==> config.mk <==
export PLATFORM = sky130hd
export DESIGN_NAME = ahbl_apb_bridge
export DESIGN_NICKNAME = d
export VERILOG_FILES = /design/src/rtl/ahbl_apb_bridge.sv
export SDC_FILE = /design/constraint.sdc
export NUM_CORES = 1
export LEC_CHECK = 0
export ABC_AREA = 1
export BUFFER_PORTS_ARGS = -buffer_cell sky130_fd_sc_hd__buf_2
export CAP_MARGIN = 5
export CORE_UTILIZATION = 51
export CTS_BUF_LIST = sky130_fd_sc_hd__clkbuf_8
export DETAILED_ROUTE_END_ITERATION = 12
export PLACE_DENSITY = 0.95
export SYNTH_ARGS = -nofsm -noshare
export SYNTH_HDL_FRONTEND = slang
export SYNTH_SLANG_ARGS = --single-unit
==> constraint.sdc <==
create_clock -name HCLK -period 5 [get_ports HCLK]
set_clock_uncertainty 0.1 [all_clocks]
set_input_delay 1 -clock HCLK [delete_from_list [all_inputs] [get_ports HCLK]]
set_output_delay 1 -clock HCLK [all_outputs]
set_load 0.1 [all_outputs]
==> src/rtl/ahbl_apb_bridge.sv <==
// AHB-Lite to APB4 bridge for single transfers.
// One AHB data phase maps onto one APB SETUP/ACCESS pair. HREADYOUT is held
// low until the APB side completes or until the PREADY timeout aborts the access.
module ahbl_apb_bridge #(
    parameter int ADDR_W  = 28,
    parameter int TIMEOUT = 255
) (
    input  logic              HCLK,
    input  logic              HRESETn,
    input  logic              HSEL,
    input  logic [31:0]       HADDR,
    input  logic [1:0]        HTRANS,
    input  logic              HWRITE,
    input  logic [2:0]        HSIZE,
    input  logic [31:0]       HWDATA,
    input  logic              HREADY,
    output logic              HREADYOUT,
    output logic [31:0]       HRDATA,
    output logic [ADDR_W-1:0] PADDR,
    output logic              PSEL,
    output logic              PENABLE,
    output logic              PWRITE,
    output logic [3:0]        PSTRB,
    output logic [31:0]       PWDATA,
    input  logic [31:0]       PRDATA,
    input  logic              PREADY,
    output logic              TIMEOUT_ERR
);

    typedef enum logic [1:0] {
        IDLE   = 2'd0,
        SETUP  = 2'd1,
        ACCESS = 2'd2
    } state_e;

    localparam logic [15:0] TO_LIM   = 16'(TIMEOUT);
    localparam logic        TO_EN    = (TIMEOUT != 0);
    localparam logic [31:0] ABORT_RD = 32'hBADD_BEEF;

    state_e              state_q;
    logic [15:0]         cnt_q;
    logic [ADDR_W-1:0]   paddr_q;
    logic                pwrite_q;
    logic [3:0]          pstrb_q;
    logic [31:0]         hrdata_q;
    logic                psel_q;
    logic                penable_q;
    logic                hreadyout_q;
    logic                terr_q;

    logic                start;
    logic [3:0]          pstrb_d;
    logic                unused_in;

    // Only the page offset and the NONSEQ/SEQ bit are used.
    assign unused_in = ^{HADDR, HTRANS[0]};

    assign start = HSEL & HTRANS[1] & HREADY;

    // Byte-lane strobes for the captured transfer; reads carry no strobes.
    always_comb begin
        pstrb_d = 4'b0000;
        if (HWRITE) begin
            case (HSIZE)
                3'd0:    pstrb_d = 4'b0001 << HADDR[1:0];
                3'd1:    pstrb_d = 4'b0011 << {HADDR[1], 1'b0};
                default: pstrb_d = 4'b1111;
            endcase
        end
    end

    // Bridge FSM; every APB/AHB control output is registered here.
    always_ff @(posedge HCLK or negedge HRESETn) begin
        if (!HRESETn) begin
            state_q     <= IDLE;
            cnt_q       <= 16'd0;
            paddr_q     <= '0;
            pwrite_q    <= 1'b0;
            pstrb_q     <= 4'b0000;
            hrdata_q    <= 32'd0;
            psel_q      <= 1'b0;
            penable_q   <= 1'b0;
            hreadyout_q <= 1'b1;
            terr_q      <= 1'b0;
        end else begin
            terr_q <= 1'b0;
            case (state_q)
                IDLE: begin
                    if (start) begin
                        paddr_q     <= HADDR[ADDR_W-1:0];
                        pwrite_q    <= HWRITE;
                        pstrb_q     <= pstrb_d;
                        psel_q      <= 1'b1;
                        hreadyout_q <= 1'b0;
                        state_q     <= SETUP;
                    end
                end
                SETUP: begin
                    penable_q <= 1'b1;
                    cnt_q     <= 16'd0;
                    state_q   <= ACCESS;
                end
                ACCESS: begin
                    if (PREADY) begin
                        if (!pwrite_q) hrdata_q <= PRDATA;
                        psel_q      <= 1'b0;
                        penable_q   <= 1'b0;
                        hreadyout_q <= 1'b1;
                        state_q     <= IDLE;
                    end else if (TO_EN && cnt_q == TO_LIM) begin
                        // Hung peripheral: release the AHB bus with a marker value.
                        hrdata_q    <= ABORT_RD;
                        terr_q      <= 1'b1;
                        psel_q      <= 1'b0;
                        penable_q   <= 1'b0;
                        hreadyout_q <= 1'b1;
                        state_q     <= IDLE;
                    end else if (cnt_q != 16'hFFFF) begin
                        cnt_q <= cnt_q + 16'd1;
                    end
                end
                default: begin
                    psel_q      <= 1'b0;
                    penable_q   <= 1'b0;
                    hreadyout_q <= 1'b1;
                    state_q     <= IDLE;
                end
            endcase
        end
    end

    assign HREADYOUT   = hreadyout_q;
    assign HRDATA      = hrdata_q;
    assign PADDR       = paddr_q;
    assign PSEL        = psel_q;
    assign PENABLE     = penable_q;
    assign PWRITE      = pwrite_q;
    assign PSTRB       = pstrb_q;
    assign PWDATA      = HWDATA;
    assign TIMEOUT_ERR = terr_q;

endmodule

==> results of run 1 <==
[sequential cells by signal, summed over array words and instances (netlist names)]
signal	count
HRDATA	32
HREADYOUT	1
PADDR	28
PENABLE	1
PSEL	1
PSTRB	4
PWRITE	1
TIMEOUT_ERR	1
cnt_q	16
state_q	2
[synth_stat cells]
master and count:
o21ai_0 10, nand2_1 182, o21ai_1 2, a21oi_2 4, nor2_4 1, a21oi_1 29, inv_2 3, buf_2 6
nor2_2 1, ha_1 1, nor2_1 56, nor2b_1 1, clkbuf_1 5, buf_6 6, nor3_1 2, o21ai_2 8
dfstp_2 1, or2_2 1, nand3_4 1, nand2_4 3, dfrtp_1 86, xor2_1 1, inv_1 49, o21bai_1 3
nand2_2 4, buf_4 32, clkinv_4 1, nand3_1 23, nand4_1 4
[power by group through the flow]
stage | clock network, mW | registers [mW] | logic [mW]
2_1_floorplan | 0 | 2.09 | 0.311
3_3_place_gp | 0 | 0.954 | 1.56
3_5_place_dp | 0 | 0.966 | 1.58
4_1_cts | 0.463 | 0.955 | 1.58
5_1_grt | 0.493 | 0.972 | 1.63
6_report | 0.448 | 0.954 | 1.57
[metrics by stage]
stage | utilization, % | cell area [sq um]
6_report | 62.2 | 4910
4_1_cts | 62.2 | 4910
5_1_grt | 62.2 | 4910
2_1_floorplan | - | 4240
3_5_place_dp | 59.9 | 4730
3_3_place_gp | 59.9 | 4730
[metal layers]
metal / vias to the layer above / track usage, %
met5: - / 0
met4: 0 / 9.36
met3: 18 / 3.41
met2: 135 / 39.2
met1: 1642 / 25.3
li1: 1788 / -
[cell families (layout without fill, tap and decap cells)]
logic type | Yosys count | count (layout)
XOR/XNOR | 1 | 1
buffers and inverters | 102 | 209
AO/OA/AOI/OAI | 56 | 56
AND/OR/NAND/NOR | 279 | 279
adder cells (fa/ha/maj) | 1 | 1
flip-flops | 87 | 87
[layout make-up]
class / count / share of cell area (%)
clock buffer: 10 / 2.80
clock inverter: 6 / 0.892
inverter: 53 / 4.15
multi-input combinational: 337 / 30.7
sequential: 87 / 44.4
tap: 102 / 2.60
timing repair buffer: 140 / 14.4
[worst reg2reg max path, delay by kind of cell, from the launching register on]
family          cells  cell delay (ns)
fa+ha+maj           1             0.26
flops               1             0.44
simple gates        7             1.16
buf+inv             1             0.07
compound gates      1             0.10
[cell usage in the layout (no fill, tap or decap), drive strengths merged]
| master | instances |
|---|---|
| nand2 | 189 |
| buf | 140 |
| dfrtp | 86 |
| nor2 | 58 |
| inv | 53 |
| a21oi | 33 |
| nand3 | 24 |
| o21ai | 20 |
| clkbuf | 10 |
| clkinv | 5 |
| nand4 | 4 |
| o21bai | 3 |
| nor3 | 2 |
| dfstp | 1 |
| nor2b | 1 |
| xor2 | 1 |
| or2 | 1 |
| ha | 1 |
| clkinvlp | 1 |
[path summary, 6_finish.rpt]
path                               to  cells after the start
hold reg to reg             HREADYOUT                      2
setup / recovery            HREADYOUT                      1
setup reg to reg           HRDATA[21]                     10
hold / removal              HREADYOUT                      2
min in group asynchronous   PADDR[24]                      1
max in group asynchronous   PADDR[26]                      2
==> impl_results.md, run 1 <==
* Status: finished, final reports clean
* CP Max Fanout at 2
* Kind of cell adding the most delay to the critical path: flip-flops
* Crit path time final at 2.40 ns
* P_sw at 1.70 mW
* Setup WS post-layout at 2.60 ns
* Clk_lat worst skew at 0.34 ns
* Die area at 8690 sq um
* Post-synthesis compound-gate area fraction at 7.84%
* Footprint of the multi-input gates at 1510 sq um
* Worst EP required at about 4 ns
* Area fraction of the dominant cell type after synthesis at about half
* DR WL met3 at between 500 and 600 microns
* Post-Syn Area at 4240 sq um
* Part of the power in registers at between 30% and 40%
* HPWL after DPL at 6.55 mm
* Main combinational cell family by area after synthesis: simple AND/OR/NAND/NOR gates
* Hold WC Path Type: flop to flop
* Layout Nets at roughly 740
* Diode count at 0
* Vias post-DR at 3583
* Die width at 93.2 microns
* Sw frac at 57.3%
* Setup WS pre-CTS at between 2 and 3 ns
* P per Cell Area at 606 nW/um^2
* Die H at 93.2 microns
* Syn nets at 634
* # rows at 32
* Buffers on Ports at approximately 140
* Clock buffer depth at 2
* Gr ovfl total at 0
* Initial DRC Count at 226
* Drt pass-1 iters at 4
* Count of different cell masters after synthesis at 29
* Clock power frac at 15.1%
* RR Startpoint: cnt_q[0]
* GP Congestion at ~0.87
* First-pass GRT wire length at between 10 and 15 mm
* Seq/Total Area, Yosys at roughly half
* Reg-to-reg slack, setup at between 2 and 3 ns
* Vias per cell at about 4.9
* Pins Over Slew Limit at 0
* Worst path slowest cell: dfstp_2
* FMAX at 417 MHz
* Core box area at 7890 sq um
* Comb pwr share at 52.8%
* Worst VDD drop at 0.305 mV
* Least-Margin Pin Slew at around 0.83 ns
* CP Launch Type: flop
* Post-synthesis simple-gate area fraction at 27.1%
* Crit path from: HREADYOUT
* CTS tree: done
* Io pins at 208
* Fillers at 680
* Synth Instances at between 500 and 600
* HP Start: HREADYOUT
* CP arrival at 1.30 ns
* Resize count post-CTS at 0
* Setup Fix Bufs, Post-CTS at 0
* Inst Count DP at 719
* Yosys Warn Count at 0
* Drt wl/cell at 12.2 microns
* WS Path Type: flop to primary output
* Starting Density at 53.8%
* P_leak at 2.77 nW
* Adder and majority gate portion of the synthesized area at 0.295%
* RSZ-0062 raised after global routing: no
* Post-Layout Cell Count at 735
* Initial antenna violation count at 0
* Met2 routed WL at between 4 and 5 mm
* Syn Area/Cell at ~8.1 sq um
* Mux cell area share after synthesis at 0%
* Reg clk slew, reported paths at 0.08 ns
* Num CTS Buffers at 9
* Cts hold-fix bufs at 0
* Largest net degree at the start of global routing at between 40 and 50
* Metal-1 WL at 3.87 mm
* Max-Slew Margin vs Limit at about 45%
* Post-Route WL at 8.94 mm
* Final TNS setup at 0 ns
* Yosys reg bits at 87
* Gr usage total at 21.6%
* Dominant cell type by area after synthesis: dfrtp_1
* Nature of the critical path endpoint: primary output
* Critical Path Max Stage Delay at 0.54 ns
* Maximum capacitance violations at 0
* Critical Path, Cell by Cell: buf_2
* H-tree Lvls at 3
* Proportion of layout cells with a drive suffix above 1 at 29.2%
* Synth top area cells: dfrtp_1 51%, nand2_1 16%, buf_4 5.7%, nor2_1 5.0%, inv_1 4.3%
* Final setup vio count at 0
* Layout area overhead at 15.7%
* Vias in the first global route at about 3500
* Fin crit share at 48.0%
* Register Area at around 2200 sq um
* Num Clock Sinks at 87
* Final Power at 2.97 mW
* Root Driver: clkbuf_8
* Final ANT Viol Nets at 0
* Final Hold Fails at 0
* Top Metal Used: met4
* Fin Hold WS at 0.370 ns
* Internal power at 1.27 mW
* Remaining design rule violation count at 0
* XOR/XNOR Fraction of Synth Area at 0.206%
* Worst path bufs/invs at 1
(Power assumes the default switching activity.)
==> inputs of run 2 (changes only) <==
Settings changed: CORE_UTILIZATION 51 to 48, PLACE_DENSITY 0.95 to 0.93.
Clock period 5 ns to 2.42 ns, I/O delays scaled along.
==> run 2 against run 1 <==
Flip-flop and latch count unchanged. Global-route usage down 1.1 points. Clock power up 140%. Cell count up 0.82%. Largest power group unchanged. Highest routed layer unchanged.
==> impl_results.md, run 2 (synthesis results as in run 1) <==
* H-tree Lvls at 3 (unchanged)
* Reg clk slew, reported paths at 0.09 ns (was 0.08 ns)
* Num CTS Buffers at 9 (unchanged)
* Post-layout util at 59.8% (was 62.2%)
* Starting Density at 50.6% (was 53.8%)
* DP Area at 4790 sq um (was 4730 sq um)
* Final non-filler cell area at 5010 sq um (was 4910 sq um)
* Vias per cell at 4.91 (was 4.87)
* Drt pass-1 iters at 4 (unchanged)
* Pins Over Slew Limit at 0 (unchanged)
* Buffers on Ports at 138 (unchanged)
* Final Power at 6.30 mW (was 2.97 mW)
* Layout Nets at 740 (was 736)
* P per Cell Area at 1260 nW/um^2 (was 606 nW/um^2)
* Most common cell after layout, fill and taps aside: nand2_1 (unchanged)
* HPWL after DPL at 6.83 mm (was 6.55 mm)
* First-pass GRT wire length at 14.7 mm (was 14.9 mm)
* Max-Slew Margin vs Limit at 63.1% (was 44.6%)
* Vias in the first global route at 3409 (was 3450)
* Crit path from: cnt_q[0] (was HREADYOUT)
* Clock buffer depth at 2 (unchanged)
* Die width at 96.0 microns (was 93.2 microns)
* Num Clock Sinks at 87 (unchanged)
* Setup WS pre-CTS at 0.520 ns (was 2.52 ns)
* GP Congestion at 0.894 (was 0.867)
* Drt wl/cell at 12.6 microns (was 12.2 microns)
* Maximum capacitance violations at 0 (unchanged)
* HP Start: HADDR[8] (was HREADYOUT)
* Fillers at 754 (was 680)
* Fin Hold WS at 0.235 ns (was 0.370 ns)
* Largest net degree at the start of global routing at 41 (was 46)
* Inst Count DP at 725 (was 719)
* CP Launch Type: flop (unchanged)
* CP arrival at 2.08 ns (was 1.30 ns)
* Worst EP required at 2.59 ns (was 3.90 ns)
* Most frequent cells in the layout: 182 x nand2_1, 137 x buf_2, 86 x dfrtp_1 (unchanged)
* Remaining design rule violation count at 0 (unchanged)
* Hold WC Path Type: primary input to flop (was flop to flop)
* Die area at 9220 sq um (was 8690 sq um)
* Post-Layout Cell Count at 741 (was 735)
* Root Driver: clkbuf_8 (unchanged)
* Initial antenna violation count at 0 (unchanged)
* Worst VDD drop at 0.814 mV (was 0.305 mV)
* Vias post-DR at 3642 (was 3583)
* CP Max Fanout at 18 (was 2)
* Final setup vio count at 0 (unchanged)
* Least-Margin Pin Slew at 0.553 ns (was 0.827 ns)
* Post-Route WL at 9.31 mm (was 8.94 mm)
* Max FFs per register at 32 (unchanged)
* Layout area overhead at 18.1% (was 15.7%)
* Die H at 96.0 microns (was 93.2 microns)
* Gr usage total at 20.5% (was 21.6%)
* Nature of the critical path endpoint: flop (was primary output)
* Initial DRC Count at 184 (was 226)
* Final ANT Viol Nets at 0 (unchanged)
* Setup WS post-layout at 0.513 ns (was 2.60 ns)
* P_leak at 2.81 nW (was 2.77 nW)
* Crit path time final at 1.91 ns
* Core box area at 8380 sq um (was 7890 sq um)
* Clk_lat worst skew at 0.34 ns (about the same)
* Fin crit share at a little under 80%
* Final Hold Fails at 0 (unchanged)
* FMAX at approximately 520 MHz
* WS Path Type: flop to flop (was flop to primary output)
* # rows at 33 (was 32)
* Gr ovfl total at 0 (unchanged)
* Status: finished, final reports clean (unchanged)
* Diode count at 0 (unchanged)
* RR Startpoint: cnt_q[0] (unchanged)
* Final TNS setup at 0 ns (unchanged)
* Proportion of layout cells with a drive suffix above 1 at 29.2% (about the same)
* Io pins at 208 (unchanged)
* RSZ-0062 raised after global routing: no (unchanged)
* CTS tree: done (unchanged)
==> run 2: final cells by class <==
| type | instances | area, sq um | area share, % |
|---|---|---|---|
| well taps | 105 | 131 | 2.62 |
| repair buffers | 144 | 778 | 15.5 |
| clock buffers | 9 | 124 | 2.47 |
| inverters | 53 | 204 | 4.07 |
| multi-input cells | 337 | 1510 | 30.1 |
| flip-flops and latches | 87 | 2180 | 43.5 |
| clock inverters | 6 | 85.1 | 1.70 |
==> run 2: power breakdown <==
group / total [mW] / switching (mW) / internal [mW]
registers: 1.96 / 0.180 / 1.79
clock network: 1.08 / 0.501 / 0.575
logic: 3.26 / 2.82 / 0.445
total: 6.30 / 3.50 / 2.80
==> run 2: timing repair <==
| action | 4_1_cts | 5_1_grt |
|---|---|---|
| hold buffers | 1 | 0 |
| endpoints found under the setup margin | 0 | 0 |
| gates resized for setup | 0 | 0 |
| setup buffers | 0 | 0 |
| hold endpoints to repair | 28 | 0 |
==> run 2: path summary, 6_finish.rpt <==
kind                                  end  slack [ns]  cells after the start
worst min register to register  HREADYOUT        0.37                      2
min in group asynchronous            PSEL        0.50                      2
worst max-delay path            cnt_q[14]        0.51                     10
max in group asynchronous       cnt_q[11]        1.11                      3
worst max register to register  cnt_q[14]        0.51                     10
worst min-delay path             PADDR[8]        0.24                      3
==> run 2: layer usage <==
metal | vias up | global-route usage, % | wire (microns) | part of all wire [%]
met5 | - | 0 | 0 | 0
met4 | 0 | 8.33 | 195 | 2.1
met3 | 22 | 3.63 | 574 | 6.2
met2 | 142 | 36.8 | 4590 | 49
met1 | 1687 | 24.2 | 3950 | 42
li1 | 1791 | - | - | -
==> run 2: worst max-delay path, stage by stage, from the launching register on <==
cell      delay, ns
dfrtp_1        0.43
ha_1           0.25
nand2_2        0.12
nor2_4         0.05
nand2_4        0.11
clkinv_4       0.07
nand2_1        0.11
nand3_4        0.22
nand2_4        0.23
nand2_1        0.07
nand2_1        0.07
==> inputs of run 3 (changes only) <==
Clock period 2.42 ns to 1.9 ns, I/O delays scaled along.
==> run 3 against run 2 <==
Register-to-register slack worse by 0.39 ns. Via count up 0.25%. Highest routed layer unchanged. Combinational power up 29%. Hold slack worse by 0.13 ns. Cell area grew 2.4%. Global-route usage increased by 0.89 points. Die area is the same. Sequential share of layout area is 1.0 points lower. Non-clock buffer count up 5. Utilization increased by 1.4 points.
==> impl_results.md, run 3 (synthesis results as in run 1) <==
* Proportion of layout cells with a drive suffix above 1 at 30.3% (was 29.2%)
* Worst VDD drop at 0.999 mV (was 0.814 mV)
* Num CTS Buffers at 9 (unchanged)
* H-tree Lvls at 3 (unchanged)
* Final Power at 8.25 mW (was 6.30 mW)
* Io pins at 208 (unchanged)
* Worst path slowest cell: dfstp_2 (was dfrtp_1)
* Root Driver: clkbuf_8 (unchanged)
* Least-Margin Pin Slew at 0.555 ns (was 0.553 ns)
* CP Launch Type: flop (unchanged)
* Crit path time final at 1.79 ns
* Clock buffer depth at 2 (unchanged)
* Max-Slew Margin vs Limit at 63.0% (was 63.1%)
* CP arrival at 1.31 ns (was 2.08 ns)
* Gr usage total at 21.4% (was 20.5%)
* Core box area at 8380 sq um (unchanged)
* Fillers at 743 (was 754)
* Maximum capacitance violations at 0 (unchanged)
* Status: finished, final reports clean (unchanged)
* Final TNS setup at 0 ns (unchanged)
* Layout Nets at 746 (was 740)
* P_leak at 2.87 nW (was 2.81 nW)
* GP Congestion at 0.932 (was 0.894)
* Vias per cell at 4.88 (was 4.91)
* Kind of cell adding the most delay to the critical path: flip-flops (was simple AND/OR/NAND/NOR gates)
* Drt wl/cell at 12.7 microns (was 12.6 microns)
* Buffers on Ports at 138 (unchanged)
* FMAX at ~560 MHz
* P per Cell Area at 1610 nW/um^2 (was 1260 nW/um^2)
* Die width at 96.0 microns (unchanged)
* Inst Count DP at 729 (was 725)
* Post-Layout Cell Count at 748 (was 741)
* Gr ovfl total at 0 (unchanged)
* Diode count at 0 (unchanged)
* Most frequent cells in the layout: 181 x nand2_1, 137 x buf_2, 86 x dfrtp_1 (was 182 x nand2_1, 137 x buf_2, 86 x dfrtp_1)
* # rows at 33 (unchanged)
* Clk_lat worst skew at 0.36 ns (was 0.34 ns)
* HPWL after DPL at 6.86 mm (was 6.83 mm)
* Final setup vio count at 0 (unchanged)
* Reg clk slew, reported paths at 0.09 ns (about the same)
* First-pass GRT wire length at 15.2 mm (was 14.7 mm)
* Initial DRC Count at 209 (was 184)
* Starting Density at 50.6% (unchanged)
* Critical Path, Cell by Cell: buf_2 (was ha_1, nand2_2, nor2_4, nand2_4, clkinv_4, nand2_1, nand3_4, nand2_4, nand2_1, nand2_1)
* Vias post-DR at 3651 (was 3642)
* Fin crit share at ~94%
* Most common cell after layout, fill and taps aside: nand2_1 (unchanged)
* Critical Path Max Stage Delay at 0.54 ns (was 0.43 ns)
* Largest net degree at the start of global routing at 41 (unchanged)
* Nature of the critical path endpoint: primary output (was flop)
* Vias in the first global route at 3504 (was 3409)
* Pins Over Slew Limit at 0 (unchanged)
* Hold WC Path Type: primary input to flop (unchanged)
* WS Path Type: flop to primary output (was flop to flop)
* CTS tree: done (unchanged)
* Initial antenna violation count at 0 (unchanged)
* Layout area overhead at 20.9% (was 18.1%)
* Max FFs per register at 32 (unchanged)
* Die H at 96.0 microns (unchanged)
* CP Max Fanout at 2 (was 18)
* Worst path bufs/invs at 1 (unchanged)
* Remaining design rule violation count at 0 (unchanged)
* Num Clock Sinks at 87 (unchanged)
* Final ANT Viol Nets at 0 (unchanged)
* Worst EP required at 1.42 ns (was 2.59 ns)
* Post-Route WL at 9.54 mm (was 9.31 mm)
* Drt pass-1 iters at 4 (unchanged)
* Final Hold Fails at 0 (unchanged)
* RSZ-0062 raised after global routing: no (unchanged)
* Die area at 9220 sq um (unchanged)
-- run 3: cell count changes in the layout (fill, tap and decap cells not counted), sizes merged --
| cell | previous run | this run |
|---|---|---|
| nand3 | 24 | 25 |
| clkinv | 2 | 1 |
| bufinv | 2 | 3 |
| inv | 54 | 55 |
| buf | 143 | 148 |
-- run 3: stage by stage --
stage	setup WS (ns)	area [sq um]	utilization (%)	hold slack [ns]
after global placement	0.148	4830	57.7	0.246
after detailed placement	0.0800	4830	57.7	0.251
final	0.107	5130	61.2	0.110
after global routing	0.0231	5130	61.2	0.0975
after CTS	0.0625	5090	60.7	0.0884
after floorplan	0.0811	4240	-	-0.0156
-- run 3: final timing paths --
check	to	depth (start not counted)	startpoint	slack, ns
min reg2reg	HREADYOUT	2	HREADYOUT	0.37
max reg2reg	cnt_q[7]	10	cnt_q[1]	0.12
min in group asynchronous	PSEL	2	HRESETn	0.42
min	PADDR[8]	3	HADDR[8]	0.11
max in group asynchronous	PADDR[16]	3	HRESETn	0.78
max	HREADYOUT	1	HREADYOUT	0.11
-- run 3: what timing repair did --
action                     4_1_cts  5_1_grt
resized for setup                0        3
setup endpoints to repair        0       15
hold buffers                     1        0
hold endpoints to repair        29        0
buffers inserted                 0        1
-- run 3: layout make-up --
class | count | area (sq um) | area share [%]
repair buffers | 149 | 841 | 16.4
flip-flops and latches | 87 | 2180 | 42.5
inverters | 53 | 204 | 3.98
clock inverters | 7 | 119 | 2.32
well taps | 105 | 131 | 2.56
clock buffers | 9 | 124 | 2.41
multi-input cells | 338 | 1530 | 29.9
-- run 3: power breakdown --
part / switching (mW) / internal [mW]
Sequential: 0.221 / 2.27
Combinational: 3.61 / 0.589
Clock: 0.682 / 0.878
-- run 3: metal layers --
| metal | vias to the layer above | global-route usage [%] | wire length, microns |
|---|---|---|---|
| li1 | 1806 | - | - |
| met1 | 1693 | 24.2 | 3870 |
| met2 | 128 | 38.7 | 4910 |
| met3 | 24 | 4.11 | 565 |
| met4 | 0 | 10.1 | 189 |
| met5 | - | 0 | 0 |
